[src/rtl/arb_pkg.sv]
// Shared types and defaults for the weighted round-robin packet arbiter.
package arb_pkg;

   localparam int unsigned N_DEF        = 8;
   localparam int unsigned WEIGHT_W_DEF = 4;

   typedef enum logic {
      ST_IDLE   = 1'b0,
      ST_LOCKED = 1'b1
   } arb_state_e;

endpackage

[src/rtl/rr_priority_picker.sv]
// Rotating-priority find-first: first set bit of req at or above ptr, wrapping to 0.
module rr_priority_picker #(
   parameter int N     = 8,
   parameter int IDX_W = $clog2(N)
) (
   input  logic [N-1:0]     req,
   input  logic [IDX_W-1:0] ptr,
   output logic [N-1:0]     onehot,
   output logic [IDX_W-1:0] idx,
   output logic             any
);

   int pos;

   always_comb begin
      // NOTE: every output gets a default before the loop so no path leaves it unassigned (no latch).
      onehot = '0;
      idx    = '0;
      any    = 1'b0;
      pos    = 0;
      for (int k = 0; k < N; k++) begin
         pos = int'(ptr) + k;
         if (pos >= N) pos = pos - N;
         if (!any && req[IDX_W'(pos)]) begin
            any                 = 1'b1;
            idx                 = IDX_W'(pos);
            onehot[IDX_W'(pos)] = 1'b1;
         end
      end
   end

endmodule

[src/rtl/wrr_packet_arbiter.sv]
// Weighted round-robin arbiter that locks a grant for a whole multi-beat packet.
module wrr_packet_arbiter
   import arb_pkg::*;
#(
   parameter  int N        = N_DEF,
   parameter  int WEIGHT_W = WEIGHT_W_DEF,
   localparam int IDX_W    = $clog2(N)
) (
   input  logic                  clk,
   input  logic                  rst,
   input  logic [N-1:0]          req,
   input  logic [N-1:0]          req_is_last,
   input  logic [N*WEIGHT_W-1:0] weight,
   input  logic                  accept,
   output logic [N-1:0]          grants,
   output logic [IDX_W-1:0]      owner_idx,
   output logic                  busy,
   output logic                  pkt_done
);

   arb_state_e          state_q;
   logic [N-1:0]        grants_q;
   logic [IDX_W-1:0]    owner_q;
   logic                busy_q;
   logic                done_q;
   logic [IDX_W-1:0]    ptr_q;
   logic [WEIGHT_W-1:0] cnt_q;
   logic [WEIGHT_W-1:0] eff_w_q;

   logic [N-1:0]        pick_onehot;
   logic [IDX_W-1:0]    pick_idx;
   logic                pick_any;
   logic [WEIGHT_W-1:0] w_arr [N];
   logic [WEIGHT_W-1:0] win_eff_w;
   logic                last_xfer;
   logic [WEIGHT_W:0]   cnt_inc;
   logic                quota_hit;
   logic [IDX_W-1:0]    ptr_inc;

   rr_priority_picker #(.N(N), .IDX_W(IDX_W)) u_picker (
      .req    (req),
      .ptr    (ptr_q),
      .onehot (pick_onehot),
      .idx    (pick_idx),
      .any    (pick_any)
   );

   for (genvar i = 0; i < N; i++) begin : g_weight
      assign w_arr[i] = weight[i*WEIGHT_W +: WEIGHT_W];
   end

   // A programmed weight of zero still earns one packet per turn.
   assign win_eff_w = (w_arr[pick_idx] == '0) ? WEIGHT_W'(1) : w_arr[pick_idx];
   assign last_xfer = (state_q == ST_LOCKED) && accept && req[owner_q] && req_is_last[owner_q];
   assign cnt_inc   = {1'b0, cnt_q} + 1'b1;
   assign quota_hit = cnt_inc >= {1'b0, eff_w_q};
   assign ptr_inc   = (owner_q == IDX_W'(N - 1)) ? '0 : owner_q + 1'b1;

   // NOTE: sequential state uses non-blocking assignments only, so every register samples pre-edge values.
   always_ff @(posedge clk) begin
      if (rst) begin
         state_q  <= ST_IDLE;
         grants_q <= '0;
         owner_q  <= '0;
         busy_q   <= 1'b0;
         done_q   <= 1'b0;
         ptr_q    <= '0;
         cnt_q    <= '0;
         eff_w_q  <= WEIGHT_W'(1);
      end else begin
         done_q <= 1'b0;
         case (state_q)
            ST_IDLE: begin
               if (pick_any) begin
                  state_q  <= ST_LOCKED;
                  grants_q <= pick_onehot;
                  owner_q  <= pick_idx;
                  busy_q   <= 1'b1;
                  eff_w_q  <= win_eff_w;
                  if (pick_idx != ptr_q) begin
                     ptr_q <= pick_idx;
                     cnt_q <= '0;
                  end
               end
            end
            ST_LOCKED: begin
               if (last_xfer) begin
                  state_q  <= ST_IDLE;
                  grants_q <= '0;
                  busy_q   <= 1'b0;
                  done_q   <= 1'b1;
                  if (quota_hit) begin
                     ptr_q <= ptr_inc;
                     cnt_q <= '0;
                  end else begin
                     cnt_q <= cnt_inc[WEIGHT_W-1:0];
                  end
               end
            end
         endcase
      end
   end

   assign grants    = grants_q;
   assign owner_idx = owner_q;
   assign busy      = busy_q;
   assign pkt_done  = done_q;

endmodule

[config.mk]
export PLATFORM = sky130hd
export DESIGN_NAME = wrr_packet_arbiter
export DESIGN_NICKNAME = d
export VERILOG_FILES = /design/src/rtl/arb_pkg.sv /design/src/rtl/rr_priority_picker.sv /design/src/rtl/wrr_packet_arbiter.sv
export SDC_FILE = /design/constraint.sdc
export NUM_CORES = 1
export LEC_CHECK = 0
export ABC_AREA = 1
export CAP_MARGIN = 10
export CORE_ASPECT_RATIO = 1.75
export CORE_MARGIN = 4
export CORE_UTILIZATION = 47
export CTS_CLUSTER_SIZE = 40
export DETAILED_ROUTE_END_ITERATION = 16
export PLACE_DENSITY = 0.86
export SLEW_MARGIN = 40
export SYNTH_ARGS = -nofsm -noshare
export SYNTH_HDL_FRONTEND = slang
export SYNTH_HIERARCHICAL = 1
export SYNTH_SLANG_ARGS = --single-unit
export TNS_END_PERCENT = 5
[constraint.sdc]
create_clock -name clk -period 3.05 [get_ports clk]
set_clock_uncertainty 0.1 [all_clocks]
set_input_delay 0.61 -clock clk [delete_from_list [all_inputs] [get_ports clk]]
set_output_delay 0.61 -clock clk [all_outputs]
set_load 0.01 [all_outputs]
Yosys cells after proc, flatten, opt, wreduce, memory -nomap -nowiden
Cells that the tools add are included.
- mux-type cells: 101
- add/subtract/negate cells: 17
- reduce and logical (&&, ||, !) cells: 31
- bitwise operators: 9
- equality and inequality tests: 6
- $lt $le $gt $ge: 27
- operators by type and width (cell ; count):
    $mux W8 ; 10
    $mux W3 ; 21
    $or A8 B8 Y8 ; 7
    $lt A3 B5 Y1 const B ; 8
    $mux W1 ; 39
    $ge A4 B4 Y1 const B ; 8
    $bmux W1 S3 ; 10
    $mux W4 ; 7
    $demux W1 S3 ; 8
    $ge A3 B1 Y1 const B ; 8
    $sub A3 B1 Y3 const B ; 8
    $logic_and A1 B1 Y1 ; 18
    $add A3 B3 Y4 const B ; 4
    $pmux W8 S2 ; 1
    $bmux W4 S3 ; 1
    $add A3 B2 Y4 const B ; 2
    $pmux W4 S2 ; 1
    $logic_not A1 Y1 ; 7
    $pmux W3 S2 ; 1
    $add A4 B1 Y5 const B ; 1
    $ge A5 B4 Y1 ; 1
    $add A3 B1 Y4 const B ; 1
    $ge A3 B4 Y1 const B ; 1
    $logic_not A4 Y1 ; 1
    other kinds (13) ; 17
- flip-flop bits (word level): 25
- input port bits: 51
- output and inout bits: 13
- logic and storage cells: 199

Logic depth before layout (Yosys ltp)
- depth after elaboration: 33
- gate-level depth with buffers: 27
- depth with buffers taken out: 22

Modules after synthesis
Netlist, hierarchy kept.
- modules (own cells, without submodules) (module ; seq. area each (µm²) ; instances ; cells each ; area each (µm²)):
    wrr_packet_arbiter ; 500.5 ; 1 ; 252 ; 1760.4
    rr_priority_picker ; 0.0 ; 1 ; 228 ; 1221.2

Least setup slack after synthesis
Ideal clock, no wire load.
- path kind: register -> register
- from: reg ptr_q[0]
- to: reg eff_w_q[0]
- period minus slack after synthesis: 3353 ps
- setup slack: -303 ps
- cell stages (with the launch flop): 28
- library setup time: 126 ps
- path buffers: 5
- arrival: 3127 ps
- data required time: 2824 ps
- path through: dfxtp_1 inv_2 buf_6 buf_2 ha_1 buf_6 inv_2 buf_4 nand3_1 nand3_2 nand2_4 nor2_8 nand4_4 nor2_8 nand2_4 nor2_4 nand2_1 nand3_1 inv_2 buf_6 nor2_1 o21ai_0 nand2_1 nand2_1 nand2_1 nor2_2 nand3_1 nand4_1
- word-level cells in the longest chain between the ends: 33
- elaborated cells on any way between the ends: 92
- those cells by class: 15 x add/sub; 8 x order compare; 52 x mux; 1 x bitwise; 16 x reduce/logical
- RTL lines (item ; line ; text):
    from (decl) ; wrr_packet_arbiter.sv:26 ; logic [IDX_W-1:0] ptr_q;
    from (signal assigned) ; wrr_packet_arbiter.sv:81 ; ptr_q <= pick_idx;
    from (signal assigned) ; wrr_packet_arbiter.sv:93 ; ptr_q <= ptr_inc;
    branches (longest 26 deep; another with $add A3 B1 Y4) ; - ;
    $mux W3 * ; rr_priority_picker.sv:24 ; if (!any && req[IDX_W'(pos)]) begin
    named net pick_idx[1] ; wrr_packet_arbiter.sv:31 ; logic [IDX_W-1:0] pick_idx;
    $not A3 Y4 (not written as such) * ; wrr_packet_arbiter.sv:53 ; assign win_eff_w = (w_arr[pick_idx] == '0) ? WEIGHT_W'(1) : w_arr[pick_idx];
    $bmux W4 S3 * ; wrr_packet_arbiter.sv:53 ;
    $mux W4 (not written as such) * (2 in a row) ; wrr_packet_arbiter.sv:53 ;
    $logic_not A4 Y1 ; wrr_packet_arbiter.sv:53 ;
    $mux W4 * ; wrr_packet_arbiter.sv:53 ;
    to (signal assigned) ; wrr_packet_arbiter.sv:79 ; eff_w_q <= win_eff_w;
    to (decl) ; wrr_packet_arbiter.sv:28 ; logic [WEIGHT_W-1:0] eff_w_q;
Mark *: on every way through the listed nets, which the timed path passes. The select of a mux whose other input is x is not followed.
A chain may end at the register's enable or synchronous reset.

Worst setup path in the final report
Ends and elaborated chain as after synthesis.

==> impl_summary.md <==
Run status
The run finished, with violations left. The checks that failed: setup timing.

Layout
From synthesis to final layout, the design area changed by 47.50%. The area of all placed cells without fillers is 4398 µm². After the flow finishes, the layout carries non-filler instances totaling 678. The ratio of cells with drive above 1 in the final layout is 30.10%. The filler cells instantiated in the layout total 481.

In the final layout, the multi-input gates occupy 2325 µm². The area taken by flip-flops and latches is 508.0 µm². The repair_antennas step left the layout with diodes totalling 0. After the last flow step, the layout net total stands at 664. At the end of the flow the core is filled with cells to 71.15%.

Critical path
The arrival time of data at the critical path endpoint is 3.18 ns. The maximum net fanout on the critical path is 12. STA classifies the critical path startpoint as a register. The worst setup path is captured at a register. The startpoint-to-endpoint class of the critical path is register to register. The required time reported for the critical path endpoint is 3.16 ns.

Global routing
Entering global routing, the biggest net connects 21 pins. The initial antenna violation count is 0. The overall track demand over capacity in global routing is 25.14%.

The number of global-route vias before repair is 3,645. The wire length of the first global-routing pass is 15.40 mm. The total congestion overflow is 0.

Clocking
The TritonCTS clock tree is built. The worst-case clock buffer depth is 2. The clock drives 25 sinks. After clock tree synthesis, the flow added hold-fix buffers numbering 0. After clock tree synthesis, the clock-pin slew on the worst setup and hold paths is 0.09 ns. Clock tree synthesis selected as its root buffer the cell sky130_fd_sc_hd__clkbuf_8. The clock latency on the worst-skew pair is 0.27 ns. CTS built an H-tree with a depth of 1.

The number of CTS-inserted buffers is 3.

Synthesis
Synthesis produced 480 cells. Ranked by total cell area, the synthesized netlist is headed by sky130_fd_sc_hd__dfxtp_1, sky130_fd_sc_hd__nand2_1, sky130_fd_sc_hd__nand3_1, sky130_fd_sc_hd__nor2_1, sky130_fd_sc_hd__ha_1. The most frequently used flop master after synthesis is sky130_fd_sc_hd__dfxtp_1. The mapped netlist covers 2982 µm². By count the netlist is led by sky130_fd_sc_hd__nand2_1, sky130_fd_sc_hd__nor2_1, sky130_fd_sc_hd__nand3_1, sky130_fd_sc_hd__inv_1, sky130_fd_sc_hd__dfxtp_1. In this run the mean area of a mapped cell was 6.212 µm². Counting distinct cell types in the post-synthesis netlist gives 39. Summed over all instances, the cell type with the most area after synthesis is sky130_fd_sc_hd__dfxtp_1.

The share of flip-flops with an asynchronous set or reset after synthesis is 0%. Synthesis inferred 25 register bits. In this run the biggest area consumer among cell types represents 16.79% of the synthesized area.

The number of synthesized flops with an enable pin is 0. The sequential fraction of the synthesis area is 16.79%. The most used standard cell by instance count after synthesis is sky130_fd_sc_hd__nand2_1.

The Yosys step of the flow raised 6 warnings. Counting every net in the synthesized netlist gives 545.

Power
Of the total power, the share spent switching nets is 53.70%. The register share of total power is 10.5%. For this design the static power due to leakage is 2.080 nW. The worst supply voltage drop on vdd is 0.0007056 V. The proportion of power drawn by the clock network is 3.6%.

The switching power of the nets is 2.925 mW. The share of power burned in combinational logic is 85.9%. The total internal power is 2.522 mW.

Dividing total power by cell area gives a power density of 1238 nW/µm².

Drt
Dividing the detail-routed via count by the number of cells gives 5.552. Wires add up to 10.47 mm. After the first detailed-routing iteration, the DRC count stood at 276. The count of unresolved DRC violations after routing is 0. Dividing the detail-routed wire length by the instance count gives 15.44 µm.

The first detailed-routing pass ran for 5 iterations. The detail route stage leaves a number of antenna-violating nets equal to 0. Across all layers, the routed design uses 3,764 vias.

Floorplanning
Once the floorplan was initialized, standard cells occupied 48.24% of the core. The floorplan die height is 113.4 µm. The area of the die is 7733 µm². The row count is 38. The core region is 6181 µm². The x dimension of the die is 68.21 µm. The I/O pin total is 64.

Place
The number of buffers inserted by port buffering is 63. The post-placement cell area is 4009 µm². Timing analysis after detailed placement gives a worst setup slack of -0.3963 ns.

Including well taps, the total number of placed cells is 662. Detailed placement finished with a half-perimeter wire length of 7.798 mm. The congestion estimate from routability-driven global placement came to 0.9392.

STA
The final-layout setup total negative slack is -0.02045 ns. The post-route fraction of the period consumed by the critical path is 100.6%. For the pin with the worst max-slew slack, the measured transition is 0.4821 ns. The highest achievable clock rate is 0.3258 GHz. The headroom to the max-slew limit is 67.81%. The final setup violation count is 2. The final critical-path setup slack is -0.01953 ns. The number of max-slew violations in the final report was 0. Setup repair after global routing could not meet its margin everywhere. The number of hold-slack violations in the final timing report came to 0. The shortest clock period the worst path allows after layout is 3.070 ns.

Min path
The path class of the tightest hold or removal check is register to register.

Job
Across the run, the number of max-cap violations was 0.
[layout by cell type, fill, tap and decap left out, drive strengths merged]
master         count
nand2            131
nor2              75
nand3             73
buf               70
clkdlybuf4s50     55
inv               55
o21ai             33
dfxtp             25
a21oi             25
ha                14
nand4              9
dlymetal6s2s       7
o22ai              6
o211ai             4
clkbuf             4
nor3               4
xor2               3
xnor2              2
a211oi             1
dlygate4sd2        1
a31oi              1
[registers in the layout (all words and copies together), names as in the netlist]
signal and count:
ptr_q 3, cnt_q 4, pkt_done 1, state_q 1, grants 8, eff_w_q 4
owner_idx 3, busy 1
[cell type report]
cell class,count,area share [%]
repair buffers,133,27.25
multi-input cells,381,52.86
well taps,80,2.276
inverters,55,5.036
clock buffers,4,1.024
flip-flops and latches,25,11.55
[metal layers]
metal	vias up	global-route usage (%)	part of all wire, %
li1	1792	-	-
met1	1748	24.33	34
met2	163	47.74	56
met3	61	1.589	4.0
met4	0	16.33	6.0
met5	-	0	0
[repair_timing]
action	in CTS	in global routing
endpoints found under the setup margin	11	11
gates cloned	0	1
pin swaps	5	23
resized for setup	9	63
buffers inserted	0	11
[path summary, 6_finish.rpt]
path	slack [ns]	start	end	cells after the start
hold / removal	0.37	busy	busy	2
hold reg to reg	0.37	busy	busy	2
setup reg to reg	-0.02	ptr_q[0]	eff_w_q[0]	17
setup / recovery	-0.02	ptr_q[0]	eff_w_q[0]	17
[critical path: stages, from the launching register on]
cell and delay (ns):
sky130_fd_sc_hd__dfxtp_4 0.42, sky130_fd_sc_hd__inv_4 0.06, sky130_fd_sc_hd__ha_4 0.33, sky130_fd_sc_hd__nand3_2 0.14, sky130_fd_sc_hd__nand3_4 0.13, sky130_fd_sc_hd__nand2_4 0.07, sky130_fd_sc_hd__nor2_8 0.15, sky130_fd_sc_hd__nand4_4 0.19
sky130_fd_sc_hd__nor3_1 0.37, sky130_fd_sc_hd__nor2_4 0.08, sky130_fd_sc_hd__nand3_4 0.13, sky130_fd_sc_hd__inv_4 0.09, sky130_fd_sc_hd__buf_4 0.14, sky130_fd_sc_hd__o21ai_0 0.14, sky130_fd_sc_hd__o22ai_1 0.10, sky130_fd_sc_hd__o21ai_2 0.18
sky130_fd_sc_hd__nand3_1 0.10, sky130_fd_sc_hd__nand4_1 0.08
[power by group through the flow]
| stage | Sequential, mW | Clock [mW] | Combinational, mW |
|---|---|---|---|
| floorplan | 0.542 | 0 | 2.67 |
| finish | 0.570 | 0.198 | 4.68 |
| global route | 0.582 | 0.214 | 5.08 |
| detailed placement | 0.565 | 0 | 3.91 |
| global placement | 0.560 | 0 | 3.78 |
| CTS | 0.559 | 0.196 | 3.98 |
[through the flow]
stage | hold WS, ns | total power, mW
5_1_grt | 0.3989 | 5.872
3_3_place_gp | 0.3592 | 4.342
2_1_floorplan | 0.3506 | 3.211
6_report | 0.3724 | 5.446
3_5_place_dp | 0.3680 | 4.473
4_1_cts | 0.3802 | 4.735
[kinds of logic (layout without fill, tap and decap cells)]
kind of cell | after synthesis | after routing | share of synthesized area, %
AO/OA/AOI/OAI | 70 | 70 | 14.31
buffers and inverters | 74 | 192 | 12.80
XOR/XNOR | 5 | 5 | 1.973
flip-flops | 25 | 25 | 16.79
AND/OR/NAND/NOR | 292 | 292 | 48.26
adder cells (fa/ha/maj) | 14 | 14 | 5.875
Note: power is estimated with default switching activity, not from simulation.
